--- src/rtl/cpu_regfile_sb.sv ---
// CPU register file: two read ports, one write port and a per-register busy scoreboard.
// Define CPU_REGFILE_BYPASS_EN to forward same-cycle writeback data to the read ports and reg0_data.
module cpu_regfile_sb #(
    parameter int unsigned DATA_W = 16,
    parameter int unsigned NREGS  = 8,
    parameter int unsigned SEL_W  = 3
) (
    input  logic              clk,
    input  logic              rst,
    input  logic              wr_en,
    input  logic [SEL_W-1:0]  wr_sel,
    input  logic [DATA_W-1:0] wr_data,
    input  logic [SEL_W-1:0]  rd_a_sel,
    input  logic              rd_a_oe,
    output logic [DATA_W-1:0] rd_a_data,
    output logic              rd_a_busy,
    input  logic [SEL_W-1:0]  rd_b_sel,
    input  logic              rd_b_oe,
    output logic [DATA_W-1:0] rd_b_data,
    output logic              rd_b_busy,
    input  logic              rsv_en,
    input  logic [SEL_W-1:0]  rsv_sel,
    output logic              rsv_ok,
    output logic [NREGS-1:0]  busy_vec,
    output logic [DATA_W-1:0] reg0_data
);

`ifdef CPU_REGFILE_BYPASS_EN
    localparam bit BYPASS = 1'b1;
`else
    localparam bit BYPASS = 1'b0;
`endif

    logic [DATA_W-1:0] regs_q [NREGS];
    logic [NREGS-1:0]  busy_q;
    logic [NREGS-1:0]  busy_d;
    logic              wr_live;
    logic              byp_a;
    logic              byp_b;
    logic              byp_0;

    // A write in the reset cycle is discarded, so it must not be forwarded either.
    assign wr_live = wr_en & ~rst;
    assign byp_a   = BYPASS & wr_live & (wr_sel == rd_a_sel);
    assign byp_b   = BYPASS & wr_live & (wr_sel == rd_b_sel);
    assign byp_0   = BYPASS & wr_live & (wr_sel == SEL_W'(0));

    // A same-index writeback retires the current owner, so the reserve can take over.
    assign rsv_ok = rsv_en & (~busy_q[rsv_sel] | (wr_en & (wr_sel == rsv_sel)));

    always_comb begin
        busy_d = busy_q;
        if (wr_en) begin
            busy_d[wr_sel] = 1'b0;
        end
        if (rsv_ok) begin
            busy_d[rsv_sel] = 1'b1;
        end
    end

    always_ff @(posedge clk or posedge rst) begin
        if (rst) begin
            busy_q <= '0;
            for (int i = 0; i < int'(NREGS); i++) begin
                regs_q[i] <= '0;
            end
        end else begin
            busy_q <= busy_d;
            if (wr_en) begin
                regs_q[wr_sel] <= wr_data;
            end
        end
    end

    assign rd_a_data = rd_a_oe ? (byp_a ? wr_data : regs_q[rd_a_sel]) : '0;
    assign rd_b_data = rd_b_oe ? (byp_b ? wr_data : regs_q[rd_b_sel]) : '0;
    assign rd_a_busy = busy_q[rd_a_sel] & ~byp_a;
    assign rd_b_busy = busy_q[rd_b_sel] & ~byp_b;
    assign busy_vec  = busy_q;
    assign reg0_data = byp_0 ? wr_data : regs_q[0];

endmodule

--- config.mk ---
export PLATFORM = sky130hd
export DESIGN_NAME = cpu_regfile_sb
export DESIGN_NICKNAME = d
export VERILOG_FILES = /design/src/rtl/cpu_regfile_sb.sv
export SDC_FILE = /design/constraint.sdc
export NUM_CORES = 1
export LEC_CHECK = 0
export CORE_ASPECT_RATIO = 1.75
export CORE_MARGIN = 5
export CORE_UTILIZATION = 40
export DETAILED_ROUTE_END_ITERATION = 16
export PLACE_DENSITY = 0.69
export SLEW_MARGIN = 25
export SYNTH_ARGS = -nofsm -noshare
export SYNTH_HDL_FRONTEND = slang
export SYNTH_SLANG_ARGS = --single-unit
--- constraint.sdc ---
create_clock -name clk -period 3.85 [get_ports clk]
set_clock_uncertainty 0.15 [all_clocks]
set_input_delay 0.385 -clock clk [delete_from_list [all_inputs] [get_ports clk]]
set_output_delay 0.385 -clock clk [all_outputs]
set_load 0.02 [all_outputs]
==> Word-level counts from Yosys, hierarchy flattened <==
Index checks and enable logic that the tools add are counted.
{ "word_totals": {"out_inout_bits": 59, "elab_cells": 56, "inputBits": 34, "regBits": 136} }
{ "op_classes": {"bitwise": 10, "magnitude_cmp": 10, "reduce_logical": 3, "n_eq_ne": 1, "muxes": 23} }
{ "ops": {"columns": ["op", "count"], "rows": [
  ["$bwmux 128", 1],
  ["$mux 16", 7],
  ["$bmux 16 s3", 2],
  ["$demux 16 s3", 1],
  ["$lt 3x4->1 const B", 4],
  ["$mux 8", 2],
  ["$ge 4x4->1 const B", 3],
  ["$not 3->4", 3],
  ["$bmux 1 s3", 3],
  ["$and 8x8->8", 1],
  ["$not 8->8", 1],
  ["$or 8x8->8", 1],
  ["$demux 1 s3", 2],
  ["$ge 3x1->1 const B", 2],
  ["$mux 1", 5],
  ["$lt 4x1->1 const B", 1],
  ["$eq 3x3->1", 1],
  ["$logic_and 1x1->1", 3],
  ["$and 1x1->1", 2],
  ["$not 1->1", 1],
  ["$or 1x1->1", 1]
]} }

==> Logic depth before layout (Yosys ltp) <==
Gate-level depths: netlist of run 1.
{ "logic_depth": {"depth_word": 9, "mapped_depth": 7, "mapped_depth_nobuf": 4} }

==> Least setup slack after synthesis of run 1 <==
OpenSTA, ideal clock, no wires.
{ "synth_path": {"path_type": "input to output", "startpoint": "in rd_a_sel[1]", "endpoint": "out rd_a_busy", "path_slack_ps": 1736, "path_stages": 5, "arrival_time_ps": 1579, "t_required_ps": 3315, "n_path_buf": 3, "cell_sequence": "buf_2 -> buf_4 -> buf_4 -> mux4_2 -> mux2_2"} }
{ "synth_between": {"elab_chain_len": 2} }
{ "synth_lines": {"columns": ["element", "line", "source"], "rows": [
  ["from (decl)", "13", "input logic [SEL_W-1:0] rd_a_sel,"],
  ["$bmux 1 s3", "77", "assign rd_a_busy = busy_q[rd_a_sel] & ~byp_a;"],
  ["$mux 1 (not written as such)", "77", null],
  ["to (decl)", "16", "output logic rd_a_busy,"]
]} }
No other way between the ends. The select of a mux whose other input is x is not followed.

==> Worst setup path after layout of run 1 <==
{ "layout_path": {"startpoint": "in rsv_sel[1]", "endpoint": "out rsv_ok"} }
{ "layout_between": {"elab_chain_len": 5, "elab_cells_between_ends": 7, "cone_classes": "1 x eq/ne; 2 x mux; 4 x bitwise"} }
{ "layout_lines": {"columns": ["element", "line", "source"], "rows": [
  ["from (decl)", "22", "input logic [SEL_W-1:0] rsv_sel,"],
  ["$bmux 1 s3", "49", "assign rsv_ok = rsv_en & (~busy_q[rsv_sel] | (wr_en & (wr_sel == rsv_sel)));"],
  ["$mux 1 (not written as such)", "49", null],
  ["$not 1->1", "49", null],
  ["$or 1x1->1 *", "49", null],
  ["$and 1x1->1 *", "49", null],
  ["to (decl)", "23", "output logic rsv_ok,"]
]} }
Every way passes the cells marked *; elsewhere a longest branch is shown, timed or not. The select of a mux whose other input is x is not followed.

==> impl_results.md, run 1 <==
* Status: finished, final reports clean
* Crit Reg-Reg Startpoint: busy_vec[1]
* M2 GR Usage at 33.6%
* Syn Std Cell Area at 7810 um^2
* Commonest cells in the netlist: dfrtp_1, mux2_2, mux4_2
* Fmax at 318 MHz
* Hold_buf cts at 0
* Placeable Area at 19200 um^2
* Vias in the first global route at 5466
* Drt drc at 0
* Worst-path cell chain: clkdlybuf4s50_1 > mux2i_1 > o32a_1 > a21oi_2 > o221ai_1 > clkdlybuf4s50_1
* Sequential-to-total area share from yosys stat at 43.6%
* Post-synth EDFFs at 0
* Max transition margin at 48.8%
* Final wirelength at 19700 um
* Synth warnings at 0
* Final Hold Viols at 0
* I/O pins at 93
* Nets@finish at 613
* Layout cells sized above 1 at 42.1%
* Yosys top cell by area: dfrtp_1
* Peak supply drop at 0.308 mV
* Setup WS pre-CTS at 718 ps
* Synth cell types at 43
* Clk sink count at 136
* Hold crit path type: input port to asynchronous set/reset pin
* Routed Antenna Nets at 0
* Clk Latency, worst-skew pair at 410 ps
* DR WL/cell at 23.7 um
* Root buf cell: clkbuf_16
* CP Max Fanout at 11
* Top-area cell type share of the netlist area at 43.6%
* Leakage at 3.83 nW
* Starting Density at 40.7%
* Most frequent cell after synthesis: dfrtp_1
* H-tree Lvls at 4
* Antenna violations before repair at 0
* Worst Setup SP: rsv_sel[1]
* Critical Path RT at 3310 ps
* Clk slew on worst S/H paths at 60 ps
* Diodes inserted at 0
* CTS buffer count at 17
* FP Rows at 67
* Avg Vias per Cell at 5.71
* CTS Buffer Depth at 2
* Crit path kind: input port to output pin
* Via count of the routed design at 4757
* Slew Viols, Final at 0
* Setup TNS Final at 0 ps
* Fin crit share at 81.6%
* Die H at 195 um
* Area grow syn2layout at 20.5%
* Die Width at 116 um
* Actual slew at the worst max-slew pin at 767 ps
* Setup crit end kind: output pin
* Met3 Use GR at 3.39%
* Full die area at 22500 um^2
* Syn Inst Count at 504
* Power Density at 547 nW/um^2
* Post-CTS Setup Bufs at 0
* Critical path's most frequent cell: clkdlybuf4s50_1
* Post-route minimum period at 3140 ps
* # resized after CTS at 0
* Cell family with most CP delay: buffers and inverters
* FF+latch count, synth at 136
* Setup crit start kind: input port
* Grt peak-use layer: met2
* RSZ-0062 raised after global routing: false
* All-layer global routing usage at 18.5%
* Buffers and inverters on the worst path at 2
* Most used DFF post-synth: dfrtp_1
* Slowest CP cell: clkdlybuf4s50_1
* CTS tree: built
* GR met1 Demand/Resource at 21.7%
* Final Util at 49.0%
* Final Setup Violations at 0
* Critical Path AT at 2610 ps
* Placed wire-length estimate at 12700 um
* First-pass GRT wire length at 31500 um
* MaxCap Viol Count at 0
* Largest net degree at the start of global routing at 116
* Final WS setup at 707 ps
* Synth top area cells: dfrtp_1, mux4_2, mux2_2
* I/O Buffers at 92
* Ys async rst share at 100%
* Initial DRC count at 245
* Syn Area/Cell at 15.5 um^2
* Largest stage delay on the critical path at 740 ps
* Syn Nets at 538
* Gpl congestion at 0.832
* Drt pass-1 iters at 4
* Overflow after GRT at 0
==> final cells by class <==
class	instances	area (um^2)
Clock inverter	13	171
Tap cell	241	302
Inverter	7	30.0
Multi-Input combinational cell	308	3980
Clock buffer	19	443
Sequential cell	136	3400
Fill cell	1634	9790
Timing Repair Buffer	109	1080
==> layer usage <==
metal  wire, um  part of all wire [%]
met5          0                     0
met4        325                   1.6
met3        735                   3.7
met2      11300                    57
met1       7380                    37
==> state kept, by name, summed over array words and instances, names as in the netlist <==
signal     count
busy_vec       8
reg0_data     16
regs_q       112
==> path summary, 6_finish.rpt <==
check,slack (ps),endpoint,depth (start not counted)
max,710,rsv_ok,6
min,210,busy_vec[5],2
max reg2reg,2090,busy_vec[2],4
min reg2reg,360,regs_q[86],1
max in group asynchronous,2370,regs_q[81],3
min in group clk,360,regs_q[86],1
==> power by group <==
part	internal (W)	leakage (nW)	switching, W
Clock	0.00104	0.294	0.000644
Combinational	0.000858	1.90	0.000587
Sequential	0.00175	1.63	0.000265
==> cell usage in the layout, fill, tap and decap left out, types with 2 or more instances in the layout <==
cell,instances
o41ai_1,2
mux2_4,9
clkinvlp_4,3
clkdlybuf4s50_1,88
mux4_2,68
nand2_1,7
buf_2,4
a32o_1,3
clkbuf_16,17
nor2b_1,33
xnor2_1,2
clkinv_4,6
mux2i_1,34
nor2b_4,2
mux2_1,16
nand2b_1,2
dfrtp_1,136
buf_4,13
inv_1,5
buf_12,4
bufinv_16,3
mux2_2,105
nor3_4,2
and4_1,3
==> metrics by stage <==
| stage | total power, W | hold WS [ps] | area, um^2 | std cells |
|---|---|---|---|---|
| 4_1_cts | 0.00519 | 218 | 9410 | 833 |
| 6_report | 0.00515 | 211 | 9410 | 833 |
| 2_1_floorplan | 0.00300 | 320 | 7820 | 504 |
| 3_3_place_gp | 0.00342 | 330 | 8800 | 801 |
| 5_1_grt | 0.00539 | 246 | 9410 | 833 |
| 3_5_place_dp | 0.00350 | 347 | 8800 | 801 |
==> cells by family after synthesis <==
| group | count (synthesis) | share of synthesized area (%) |
|---|---|---|
| mux | 232 | 43.1 |
| flops | 136 | 43.6 |
| simple gates | 60 | 5.86 |
| buf+inv | 60 | 5.43 |
| compound gates | 14 | 1.78 |
| xor+xnor | 2 | 0.224 |
Power figures use the tool's default switching activity.
==> run 2, diff against run 1 <==
==> constraint.sdc (replaced) <==
create_clock -name clk -period 2.6 [get_ports clk]
set_clock_uncertainty 0.15 [all_clocks]
set_input_delay 0.26 -clock clk [delete_from_list [all_inputs] [get_ports clk]]
set_output_delay 0.26 -clock clk [all_outputs]
set_load 0.02 [all_outputs]
==> impl_results.md, run 2 (synthesis gave the netlist of run 1 again) <==
* Final Hold Viols at 0 (unchanged)
* Non-Filler Cell Area, Final at 9700 um^2 (+3.1%)
* Placed wire-length estimate at 13700 um (+7.8%)
* Crit Reg-Reg Startpoint: busy_vec[7]
* Power Density at 779 nW/um^2 (+42%)
* Hold crit path type: input port to asynchronous set/reset pin
* Leakage at 3.99 nW (+4.2%)
* Gpl congestion at 0.871 (+4.7%)
* Via count of the routed design at 4830 (+1.5%)
* Overflow after GRT at 0 (unchanged)
* Diodes inserted at 0 (unchanged)
* First-pass GRT wire length at 31900 um (+1.2%)
* Status: finished, final reports clean
* Crit path kind: flip-flop to output pin
* I/O pins at 93 (unchanged)
* Initial DRC count at 244 (-0.41%)
* Peak supply drop at 0.353 mV (+15%)
* Largest stage delay on the critical path at 540 ps (-200 ps)
* CP Max Fanout at 4 (-7)
* Slowest CP cell: clkdlybuf4s50_1
* Root buf cell: clkbuf_16
* Reg2Reg Setup Slack at 820 ps (-1270 ps)
* Hold_buf cts at 0 (unchanged)
* Actual slew at the worst max-slew pin at 645 ps (-122 ps)
* DR WL/cell at 23.4 um (-1.3%)
* Placed cell count at 823 (+2.7%)
* Most frequent cells in the layout: dfrtp_1, mux2_2, clkdlybuf4s50_1, mux4_2, mux2i_1
* Drt drc at 0 (unchanged)
* Worst R2R End: busy_vec[3]
* Starting Density at 40.7% (unchanged)
* Fin crit share at 97.5%
* Clk Latency, worst-skew pair at 410 ps (about the same)
* Post-route minimum period at 2540 ps
* FP Rows at 67 (unchanged)
* All-layer global routing usage at 18.7% (+0.21 points)
* Top reg by flops: regs_q
* Nets@finish at 635 (+3.6%)
* Largest net degree at the start of global routing at 51 (-56%)
* Cell Area, Placed at 9110 um^2 (+3.6%)
* Final Setup Violations at 0 (unchanged)
* Fmax at 394 MHz
* Leading cell type in the layout, fill and taps excluded: dfrtp_1
* Full die area at 22500 um^2 (unchanged)
* Layout cells sized above 1 at 44.3% (+2.2 points)
* Setup crit end kind: output pin
* Area grow syn2layout at 24.2%
* Die H at 195 um (unchanged)
* Antenna violations before repair at 0 (unchanged)
* RSZ-0062 raised after global routing: false
* H-tree Lvls at 4 (unchanged)
* Drt pass-1 iters at 4 (unchanged)
* Routed Antenna Nets at 0 (unchanged)
* CTS buffer count at 17 (unchanged)
* Die Width at 116 um (unchanged)
* Placeable Area at 19200 um^2 (unchanged)
* Critical Path AT at 2130 ps (-480 ps)
* Slew Viols, Final at 0 (unchanged)
* Final wirelength at 20000 um (+1.3%)
* MaxCap Viol Count at 0 (unchanged)
* CTS tree: built
* Max FFs per register at 112 (unchanged)
* Setup crit start kind: flip-flop
* R2R depth at 5 (+1)
* Clk slew on worst S/H paths at 60 ps (about the same)
* CTS Buffer Depth at 2 (unchanged)
* I/O Buffers at 92 (unchanged)
* Critical Path RT at 2190 ps (-1120 ps)
* Clk sink count at 136 (unchanged)
* Worst-path cell chain: mux4_2 > mux2i_1 > nor2b_1 > clkdlybuf4s50_1
* Vias in the first global route at 5614 (+2.7%)
* Fin cells at 855 (+2.6%)
* Max transition margin at 56.9% (+8.1 points)
* Avg Vias per Cell at 5.65 (-1.1%)
* Post-CTS Setup Bufs at 0 (unchanged)
==> run 2: changes by cell type in the layout (fill, tap and decap cells not counted), moves of 2 or more <==
cell             change
buf_12              +12
buf_4               +10
clkdlybuf4s50_1      -3
clkinv_2             +2
clkinv_4             -2
dlygate4sd2_1        +2
==> run 2: report_power, final <==
group | switching (W) | leakage (nW) | internal (W) | total, W
Clock | 0.000943 | 0.283 | 0.00144 | 0.00239
Sequential | 0.000390 | 1.63 | 0.00260 | 0.00298
Combinational | 0.000878 | 2.07 | 0.00131 | 0.00219
==> run 2: stage by stage <==
stage	hold slack [ps]	setup slack (ps)	TNS [ps]	utilization, %	total power [W]
final	127	64.0	0	50.5	0.00756
after floorplan	242	497	0	-	0.00444
after global routing	183	9.65	0	50.5	0.00790
after global placement	329	16.8	0	47.5	0.00512
after CTS	136	3.32	0	50.5	0.00763
after detailed placement	348	-59.7	-59.7	47.5	0.00524
==> run 2: worst max path at each step <==
stage | cells past startpoint | slack (ps) | to | start
2_1_floorplan | 1 | 500 | busy_vec[0] | rst
3_3_place_gp | 6 | 20 | rsv_ok | rsv_sel[1]
3_5_place_dp | 6 | -60 | rsv_ok | rsv_sel[1]
4_1_cts | 3 | 3 | rd_a_busy | busy_vec[3]
5_1_grt | 4 | 10 | rd_a_data[11] | regs_q[11]
6_report | 4 | 60 | rd_b_data[12] | reg0_data[12]
==> run 2: routing by layer <==
metal,vias to the layer above,routed length [um],global-route usage (%)
met5,-,0,0
met4,0,404,5.76
met3,32,883,3.52
met2,127,11500,35.0
met1,2567,7190,20.9
li1,2104,-,-
==> run 2: area by class of cell <==
class / instances / area (um^2)
fill: 1645 / 9500
clock inverter: 14 / 150
inverter: 7 / 30.0
sequential: 136 / 3400
tap: 241 / 302
timing repair buffer: 131 / 1390
multi-input combinational: 308 / 3980
clock buffer: 18 / 439
==> run 2: timing repair <==
item,CTS,global route
endpoints found under the setup margin,2,1
gates cloned,0,0
hold endpoints to repair,0,0
gates resized for setup,2,1
pin swaps,0,0
==> run 2: worst max-delay path: cells and delay by family, from the launching register on <==
| kind | cells | cell delay [ps] |
|---|---|---|
| buffers and inverters | 1 | 540 |
| AND/OR/NAND/NOR | 1 | 80 |
| flip-flops | 1 | 420 |
| multiplexers | 2 | 680 |
==> run 3, diff against run 2 <==
--- a/config.mk
+++ b/config.mk
@@ -6,10 +6,11 @@
 export NUM_CORES = 1
 export LEC_CHECK = 0
 export CORE_ASPECT_RATIO = 1.75
-export CORE_MARGIN = 5
+export CORE_MARGIN = 2
 export CORE_UTILIZATION = 40
 export DETAILED_ROUTE_END_ITERATION = 16
-export PLACE_DENSITY = 0.69
+export DONT_BUFFER_PORTS = 1
+export PLACE_DENSITY = 0.62
 export SLEW_MARGIN = 25
 export SYNTH_ARGS = -nofsm -noshare
 export SYNTH_HDL_FRONTEND = slang
==> impl_results.md, run 3 (synthesis gave the netlist of run 1 again) <==
* Status: finished, final reports clean
* MaxCap Viol Count at 0 (unchanged)
* Root buf cell: clkbuf_16
* Final WS setup at 169 ps (+105 ps)
* Power Density at 834 nW/um^2 (+7.1%)
* Switching power at 0.00205 W (-7.5%)
* Multi-input logic area at 3980 um^2 (unchanged)
* Int Pwr at 0.00526 W (-1.6%)
* CTS Buffer Depth at 2 (unchanged)
* R2R depth at 5 (unchanged)
* CP Max Fanout at 6 (+2)
* Crit path kind: input port to output pin
* DR WL/cell at 25.6 um (+9.6%)
* # fillers at 1688 (+2.6%)
* Clk pwr share at 36.5% (+4.9 points)
* H-tree Lvls at 4 (unchanged)
* Clk sink count at 136 (unchanged)
* Fin cells at 762 (-11%)
* Antenna violations before repair at 0 (unchanged)
* Avg Vias per Cell at 5.92 (+4.7%)
* Setup WS pre-CTS at 646 ps (+706 ps)
* Critical Path AT at 2020 ps (-110 ps)
* Die Width at 110 um (-5.2%)
* Placed wire-length estimate at 12600 um (-7.5%)
* Fmax at 411 MHz (+4.3%)
* Worst R2R End: busy_vec[3]
* Hold Path Sink: busy_vec[4]
* All-layer global routing usage at 20.2% (+1.5 points)
* Final Hold Viols at 0 (unchanged)
* Final Setup Violations at 0 (unchanged)
* Actual slew at the worst max-slew pin at 821 ps (+176 ps)
* Max transition margin at 45.1% (-12 points)
* Starting Density at 40.9% (+0.18 points)
* Top reg by flops: regs_q
* Largest net degree at the start of global routing at 50 (-2.0%)
* Setup crit end kind: output pin
* Critical Path RT at 2190 ps (about the same)
* Hold path depth at 4
* Initial DRC count at 215 (-12%)
* Max FFs per register at 112 (unchanged)
* Hold crit path type: input port to flip-flop
* Placed cell count at 704 (-14%)
* Reg2Reg Setup Slack at 410 ps (-410 ps)
* Placeable Area at 19100 um^2 (-0.44%)
* Routed Antenna Nets at 0 (unchanged)
* HP Start: wr_sel[2]
* Flop pwr share at 42.5% (+3.0 points)
* Clk slew on worst S/H paths at 60 ps (about the same)
* Post-route minimum period at 2430 ps (-105 ps)
* Die H at 189 um (-3.1%)
* Sw frac at 28.0% (-1.3 points)
* Nets@finish at 541 (-15%)
* Peak supply drop at 0.450 mV (+27%)
* Design Power at 0.00730 W (-3.4%)
* Setup crit start kind: input port
* Overflow after GRT at 0 (unchanged)
* Slowest CP cell: dlygate4sd3_1
* Post-CTS Setup Bufs at 0 (unchanged)
* Leading cell type in the layout, fill and taps excluded: dfrtp_1
* Area grow syn2layout at 12.1%
* FF+latch area at 3400 um^2 (unchanged)
* FP Rows at 67 (unchanged)
* Via count of the routed design at 4508 (-6.7%)
* CTS tree: built
* Final Util at 45.8% (-4.7 points)
* Leakage at 3.58 nW (-10%)
* Clk Latency, worst-skew pair at 410 ps (about the same)
* First-pass GRT wire length at 30700 um (-3.7%)
* Slew Viols, Final at 0 (unchanged)
* RSZ-0062 raised after global routing: false
* I/O Buffers at 0 (-100%)
* # resized after CTS at 0 (-2)
* Most frequent cells in the layout: dfrtp_1, mux2_2, mux4_2, mux2i_1, nor2b_1
* Crit Reg-Reg Startpoint: busy_vec[1]
* Fin crit share at 93.5% (-4.0 points)
* Drt pass-1 iters at 4 (unchanged)
* CTS buffer count at 17 (unchanged)
* Largest stage delay on the critical path at 690 ps (+150 ps)
* Full die area at 20700 um^2 (-8.1%)
* I/O pins at 93 (unchanged)
* Setup TNS Final at 0 ps (unchanged)
* Combinational power share at 21.0% (-7.9 points)
* Vias in the first global route at 5156 (-8.2%)
* Worst-path cell chain: dlygate4sd3_1 > inv_1 > a41oi_2 > a21oi_2 > o221ai_1
* Drt drc at 0 (unchanged)
* Final wirelength at 19500 um (-2.3%)
* Layout cells sized above 1 at 46.2% (+1.9 points)
* Gpl congestion at 0.834 (-4.3%)
## run 3: changes by cell type in the layout (fill, tap and decap cells not counted), moves of 2 or more
cell and delta:
clkinv_4 -4, dlygate4sd3_1 +25, buf_4 -15, buf_2 -4, clkdlybuf4s50_1 -85, buf_12 -12
dlygate4sd2_1 -2, inv_6 +3, bufinv_16 +3, clkinvlp_4 -2
## run 3: worst max-delay path by stage
stage | from | to | slack (ps)
floorplan | rst | busy_vec[0] | 500
global placement | busy_vec[7] | rsv_ok | 690
detailed placement | busy_vec[1] | rsv_ok | 650
CTS | busy_vec[3] | rsv_ok | 200
global route | busy_vec[3] | rsv_ok | 100
finish | rsv_sel[2] | rsv_ok | 170
## run 3: critical path, delay by kind of cell
| kind | cells | cell delay, ps |
|---|---|---|
| buf+inv | 2 | 840 |
| compound gates | 3 | 920 |
## run 3: power groups by stage
stage,Sequential (W),Clock [W],Combinational (W)
after floorplan,0.00291,0,0.00153
after global placement,0.00307,0,0.00144
after detailed placement,0.00314,0,0.00148
after CTS,0.00310,0.00272,0.00155
after global routing,0.00317,0.00283,0.00165
final,0.00310,0.00267,0.00153
## run 3: layout make-up
class / count / area share [%]
multi-input combinational: 308 / 45.5
sequential: 136 / 38.9
clock buffer: 18 / 4.90
timing repair buffer: 37 / 4.46
tap: 241 / 3.44
clock inverter: 14 / 2.47
inverter: 7 / 0.343
antenna: 1 / 0.0286
## run 3: repair_timing
item / in CTS / in global routing
endpoints found under the setup margin: 0 / 0
hold buffers: 25 / 0
endpoints found under the hold margin: 166 / 0
## run 3: metal layers
layer  up-vias  global-route usage, %  wire length, um
met4         0                   9.10              626
met2       111                   35.9            10800
met1      2423                   22.3             7290
met3        38                   4.82              755
li1       1936                      -                -
met5         -                      0                0
## run 3: through the flow
step,area [um^2],hold slack [ps]
final,8760,89.0
after global routing,8750,83.6
after CTS,8750,74.5
after detailed placement,7860,172
after global placement,7860,155
after floorplan,7820,242
